[config.mk]
export PLATFORM = sky130hd
export DESIGN_NAME = l2_write_buffer
export DESIGN_NICKNAME = d
export VERILOG_FILES = /design/src/rtl/cache_types.sv /design/src/rtl/lc3b_types.sv /design/src/rtl/wb_match.sv /design/src/rtl/l2_write_buffer.sv
export SDC_FILE = /design/constraint.sdc
export NUM_CORES = 1
export LEC_CHECK = 0
export ABC_AREA = 1
export ABC_CLOCK_PERIOD_IN_PS = 11760
export CAP_MARGIN = 20
export CORE_AREA = 3 3 213 215
export CTS_BUF_LIST = sky130_fd_sc_hd__clkbuf_8 sky130_fd_sc_hd__clkbuf_16
export DETAILED_ROUTE_END_ITERATION = 7
export DIE_AREA = 0 0 216 218
export HOLD_SLACK_MARGIN = 0.12
export PLACE_DENSITY = 0.7
export REMOVE_ABC_BUFFERS = 1
export SYNTH_ARGS = -nofsm -noshare
export SYNTH_HDL_FRONTEND = slang
export SYNTH_SLANG_ARGS = --single-unit
[constraint.sdc]
create_clock -name clk -period 11.76 [get_ports clk]
set_clock_uncertainty 0.15 [all_clocks]
set_input_delay 2.352 -clock clk [delete_from_list [all_inputs] [get_ports clk]]
set_output_delay 2.352 -clock clk [all_outputs]
set_load 0.01 [all_outputs]
[src/rtl/cache_types.sv]
// Cache-side types shared by the L2 write buffer and its match logic.
package cache_types;
  typedef logic [127:0] cache_line;

  typedef enum logic [1:0] {
    IDLE,
    READ,
    DRAIN,
    RESP
  } wb_state_t;

  typedef struct packed {
    logic      valid;
    logic [11:0] tag;
    cache_line data;
  } wb_entry_t;
endpackage

[src/rtl/lc3b_types.sv]
// Base LC-3b datapath types.
package lc3b_types;
  typedef logic [15:0] lc3b_word;
endpackage

[src/rtl/wb_match.sv]
// Line-address lookup across buffered victims, scanned oldest to newest.
// Combinational; the newest matching entry wins.
module wb_match #(
  parameter int DEPTH = 2,
  parameter int PTR_W = 1
) (
  input  logic [DEPTH-1:0] valid,
  input  logic [11:0]      tag [DEPTH],
  input  logic [11:0]      query,
  input  logic [PTR_W-1:0] head,
  output logic             hit,
  output logic [PTR_W-1:0] idx
);

  logic [PTR_W-1:0] pos;

  always_comb begin
    hit = 1'b0;
    idx = head;
    pos = '0;
    for (int k = 0; k < DEPTH; k++) begin
      pos = PTR_W'((int'(head) + k) % DEPTH);
      if (valid[pos] && tag[pos] == query) begin
        hit = 1'b1;
        idx = pos;
      end
    end
  end

endmodule

[src/rtl/l2_write_buffer.sv]
// Victim write buffer between L2 and memory: mem_resp one cycle after accept, writes stall while full.
// Define L2_WB_FORWARD_EN to serve read hits from the buffer instead of draining first.
module l2_write_buffer
  import lc3b_types::*;
  import cache_types::*;
#(
  parameter int DEPTH = 2
) (
  input  logic      clk,
  input  logic      reset_n,
  input  logic      mem_read,
  input  logic      mem_write,
  input  lc3b_word  mem_address,
  input  cache_line mem_wdata,
  output logic      mem_resp,
  output cache_line mem_rdata,
  output logic      pmem_read,
  output logic      pmem_write,
  output lc3b_word  pmem_address,
  output cache_line pmem_wdata,
  input  cache_line pmem_rdata,
  input  logic      pmem_resp
);

  localparam int PTR_W = (DEPTH > 1) ? $clog2(DEPTH) : 1;
  localparam int CNT_W = $clog2(DEPTH + 1);

  wb_entry_t        entries [DEPTH];
  logic [PTR_W-1:0] head;
  logic [PTR_W-1:0] tail;
  logic [CNT_W-1:0] count;
  wb_state_t        state;
  wb_state_t        state_nxt;
  logic             settle;

  logic [DEPTH-1:0] ent_valid;
  logic [11:0]      ent_tag [DEPTH];
  logic             hit;
  logic [PTR_W-1:0] hit_idx;
  logic             full;
  logic [11:0]      req_tag;
  logic             unused_offset;

  logic do_alloc;
  logic do_coalesce;
  logic do_fwd;
  logic do_pop;
  logic do_capture;

  assign req_tag       = mem_address[15:4];
  assign unused_offset = ^mem_address[3:0];
  assign full          = (count == CNT_W'(DEPTH));

  always_comb begin
    for (int i = 0; i < DEPTH; i++) begin
      ent_valid[i] = entries[i].valid;
      ent_tag[i]   = entries[i].tag;
    end
  end

  wb_match #(
    .DEPTH (DEPTH),
    .PTR_W (PTR_W)
  ) u_match (
    .valid (ent_valid),
    .tag   (ent_tag),
    .query (req_tag),
    .head  (head),
    .hit   (hit),
    .idx   (hit_idx)
  );

  function automatic logic [PTR_W-1:0] ptr_inc(input logic [PTR_W-1:0] p);
    return (p == PTR_W'(DEPTH - 1)) ? '0 : p + 1'b1;
  endfunction

  always_comb begin
    state_nxt    = state;
    do_alloc     = 1'b0;
    do_coalesce  = 1'b0;
    do_fwd       = 1'b0;
    do_pop       = 1'b0;
    do_capture   = 1'b0;
    mem_resp     = 1'b0;
    pmem_read    = 1'b0;
    pmem_write   = 1'b0;
    pmem_address = '0;
    pmem_wdata   = entries[head].data;

    case (state)
      IDLE: begin
        // settle: the L2 is still dropping the request it just got a response for
        if (!settle) begin
          if (mem_write) begin
            if (hit) begin
              do_coalesce = 1'b1;
              state_nxt   = RESP;
            end else if (!full) begin
              do_alloc  = 1'b1;
              state_nxt = RESP;
            end else begin
              state_nxt = DRAIN;
            end
          end else if (mem_read) begin
`ifdef L2_WB_FORWARD_EN
            if (hit) begin
              do_fwd    = 1'b1;
              state_nxt = RESP;
            end else begin
              state_nxt = READ;
            end
`else
            state_nxt = hit ? DRAIN : READ;
`endif
          end else if (count != '0) begin
            state_nxt = DRAIN;
          end
        end
      end
      READ: begin
        pmem_read    = 1'b1;
        pmem_address = {req_tag, 4'h0};
        if (pmem_resp) begin
          do_capture = 1'b1;
          state_nxt  = RESP;
        end
      end
      DRAIN: begin
        pmem_write   = 1'b1;
        pmem_address = {entries[head].tag, 4'h0};
        if (pmem_resp) begin
          do_pop    = 1'b1;
          state_nxt = IDLE;
        end
      end
      RESP: begin
        mem_resp  = 1'b1;
        state_nxt = IDLE;
      end
      default: state_nxt = IDLE;
    endcase
  end

  always_ff @(posedge clk) begin
    if (!reset_n) begin
      state     <= IDLE;
      settle    <= 1'b0;
      head      <= '0;
      tail      <= '0;
      count     <= '0;
      mem_rdata <= '0;
      for (int i = 0; i < DEPTH; i++) begin
        entries[i].valid <= 1'b0;
      end
    end else begin
      state  <= state_nxt;
      settle <= (state == RESP);

      if (do_alloc) begin
        entries[tail] <= '{valid: 1'b1, tag: req_tag, data: mem_wdata};
        tail          <= ptr_inc(tail);
      end
      if (do_coalesce) begin
        entries[hit_idx].data <= mem_wdata;
      end
      if (do_pop) begin
        entries[head].valid <= 1'b0;
        head                <= ptr_inc(head);
      end
      // a coalesce never changes occupancy, only allocations and pops do
      count <= count + CNT_W'(do_alloc) - CNT_W'(do_pop);

      if (do_fwd) begin
        mem_rdata <= entries[hit_idx].data;
      end
      if (do_capture) begin
        mem_rdata <= pmem_rdata;
      end
    end
  end

endmodule

==> results_dict.tcl <==
set metrics [dict create \
    status "finished clean" \
    ys.flop_type "edfxtp_1" \
    yosys_register_bits 418 \
    path_clk_slew_ns 0.06 \
    cp_num_buf_inv 2 \
    intPower_uw 3250 \
    die_y_um 218 \
    power_switching_uw 1470 \
    overflow 0 \
    root_buffer "clkbuf_16" \
    post_cts_buffers 0 \
    cp_cell_sequence "clkdlybuf4s50_1 > nand2_1 > a21oi_1 > clkdlybuf4s50_1" \
    dpl_cell_area_um2 23000 \
    setup_ws_ns 5.44 \
    async_reset_ff_share_pct 0 \
    h-tree-depth 2 \
    slew_violations 0 \
    hpwl_um 37400 \
    netlist.area_leader.share_pct 49.1 \
    post-route-min-period_ns 6.32 \
    synthTopCellsByArea "edfxtp_1 (49%), dfxtp_1 (16%), nand2_1 (15%)" \
    vias 14300 \
    p_clk_share_pct 28.4 \
    track_usage_pct 22.0 \
    die_w_um 216 \
    power_leakage_uw 0.0104 \
    synth_area_um2 17100 \
    clock.fmax_ghz 0.158 \
    syn2layout_area_growth_pct 43.1 \
    max_cap_viol_count 0 \
    die_area_um2 47100 \
    final.period_utilization_pct 53.7 \
    syn_area_per_cell_um2 9.04 \
    grt_max_degree 110 \
    place_congestion 0.883 \
    drt_pass1_iterations 5 \
    antenna_found_initial 10 \
    wl_um 54000 \
    finalInstanceArea_um2 24500 \
    seqPwrFrac_pct 40.8 \
    startpoint_type "input port" \
    grt_pass1_vias 14000 \
    portBuffers 543 \
    synth.yosys.seq_area_share_pct 65.2 \
    grt_pass1_wl_um 80100 \
    critPathKind "input port to output pin" \
    rsz0062_at_grt "false" \
    clk_path_buf_depth 3 \
    whs_ns 0.324 \
    peakVddDrop_mv 0.128 \
    vias_per_cell 4.73 \
    cp_max_fo 5 \
    cts-resized-gates 0 \
    critPathTopFamily "buffers and inverters" \
    wire_per_inst_um 17.8 \
    drt_iter0_drc 997 \
    initial_core_util_pct 39.0 \
    ant_nets 0 \
    cp.required_ns 9.26 \
    post-route-drc-count 0 \
    core_area_um2 43900 \
    max_slew_margin_pct 32.0 \
    synth_top_cells_by_count "nand2_1 (694), edfxtp_1 (280), nor2_1 (279), inv_1 (180), o21ai_0 (140)" \
    synth_largest_area_cell "edfxtp_1" \
    cp-end-kind "output pin" \
    finalSetupViolations 0 \
    drive_gt1_share_pct 3.78 \
    hold_viol 0 \
    synth_cell_type_count 25 \
    critPathSlowestCell "clkdlybuf4s50_1" \
    cp_data_arrival_time_ns 3.82 \
    setup_tns_ns 0 \
    synth_edf_count 280 \
    rows 77 \
    pin_count 552 \
    timing.critical_path.mode_cell "clkdlybuf4s50_1" \
    power_switching_share_pct 31.2 \
    nets 2683 \
    syn_inst 1895 \
    cts_made_buffers 45 \
    hold_class "register to register" \
    powerDensity_nw_per_um2 193 \
    power_frac_comb_pct 30.7 \
    yosysMostFrequentCell "nand2_1" \
    tightest_slew_ns 1.02 \
    place_ws_ns 5.04 \
    ctsHoldBuffers 0 \
    max_stage_delay_ns 0.60 \
    synth_warnings 0 \
    clk_latency_ns 0.57 \
    tritoncts "done" \
    clkSinkCount 418 \
]
-- power groups by stage --
stage / clock [uW] / combinational, uW / sequential [uW]
detailed placement: 0 / 1450 / 1960
CTS: 1380 / 1460 / 1930
floorplan: 0 / 612 / 2020
global placement: 0 / 1430 / 1950
global route: 1440 / 1580 / 1950
finish: 1340 / 1450 / 1930
-- layout by cell type, fill, tap and decap left out, types with 18 or more instances in the layout --
cell / synthesis / final
inv_1: 180 / 189
clkbuf_16: 0 / 47
nand2_1: 694 / 693
edfxtp_1: 280 / 280
clkdlybuf4s50_1: 0 / 542
dfxtp_1: 138 / 137
nor2_1: 279 / 277
nand3_1: 34 / 34
o21ai_0: 140 / 140
a21oi_1: 18 / 18
-- stage by stage --
step	instances	utilization (%)	power [uW]
after floorplan	1796	-	2630
after CTS	3023	55.7	4770
after global placement	2942	52.4	3370
final	3033	55.8	4720
after global routing	3033	55.8	4970
after detailed placement	2944	52.5	3410
-- cells by family after synthesis --
kind of cell,share of synthesized area [%]
DFF,65.2
xor gates and xnor gates,0.102
other,0.0219
buffers and inverters,6.47
and+or+nand+nor,22.6
adders and majority gates,0.438
AOI/OAI and AO/OA,5.19
-- routing by layer --
metal | wire length (um) | share of wire (%) | GRT usage (%) | up-vias
li1 | - | - | - | 6967
met4 | 1780 | 3.3 | 9.32 | 2
met3 | 5130 | 9.5 | 7.54 | 98
met1 | 19100 | 35 | 23.5 | 6682
met2 | 28000 | 52 | 39.9 | 590
met5 | 9 | 0.017 | 0 | -
-- cell type report --
type                            count  area [um^2]
Timing Repair Buffer              557         5580
Multi-Input combinational cell   1196         4880
Antenna cell                        9         22.5
Inverter                          182          691
Clock inverter                     26          149
Sequential cell                   418        11200
Tap cell                          592          741
Clock buffer                       53         1260
Fill cell                        3927        19400
-- worst reg2reg max path, stage by stage (launching register included) --
cell     delay (ns)
dfxtp_1        0.40
inv_1          0.09
ha_1           0.48
nand2_1        0.28
nor2_1         0.14
inv_4          0.54
buf_4          0.86
nand3_1        0.45
nor2_4         0.34
buf_4          0.72
-- flip-flops by register name (all words and copies together), names as in the netlist, named ones only --
register	count
head	1
count	2
mem_rdata	128
entries	282
settle	1
tail	1
state	2
-- path summary, 6_finish.rpt --
path / from / to / slack, ns / cells past startpoint
worst max register to register: state[0] / entries[1][35] / 6.89 / 9
worst min register to register: tail / tail / 0.32 / 2
worst min-delay path: tail / tail / 0.32 / 2
worst max-delay path: mem_address[15] / pmem_address[15] / 5.44 / 4
(Power assumes the default switching activity.)
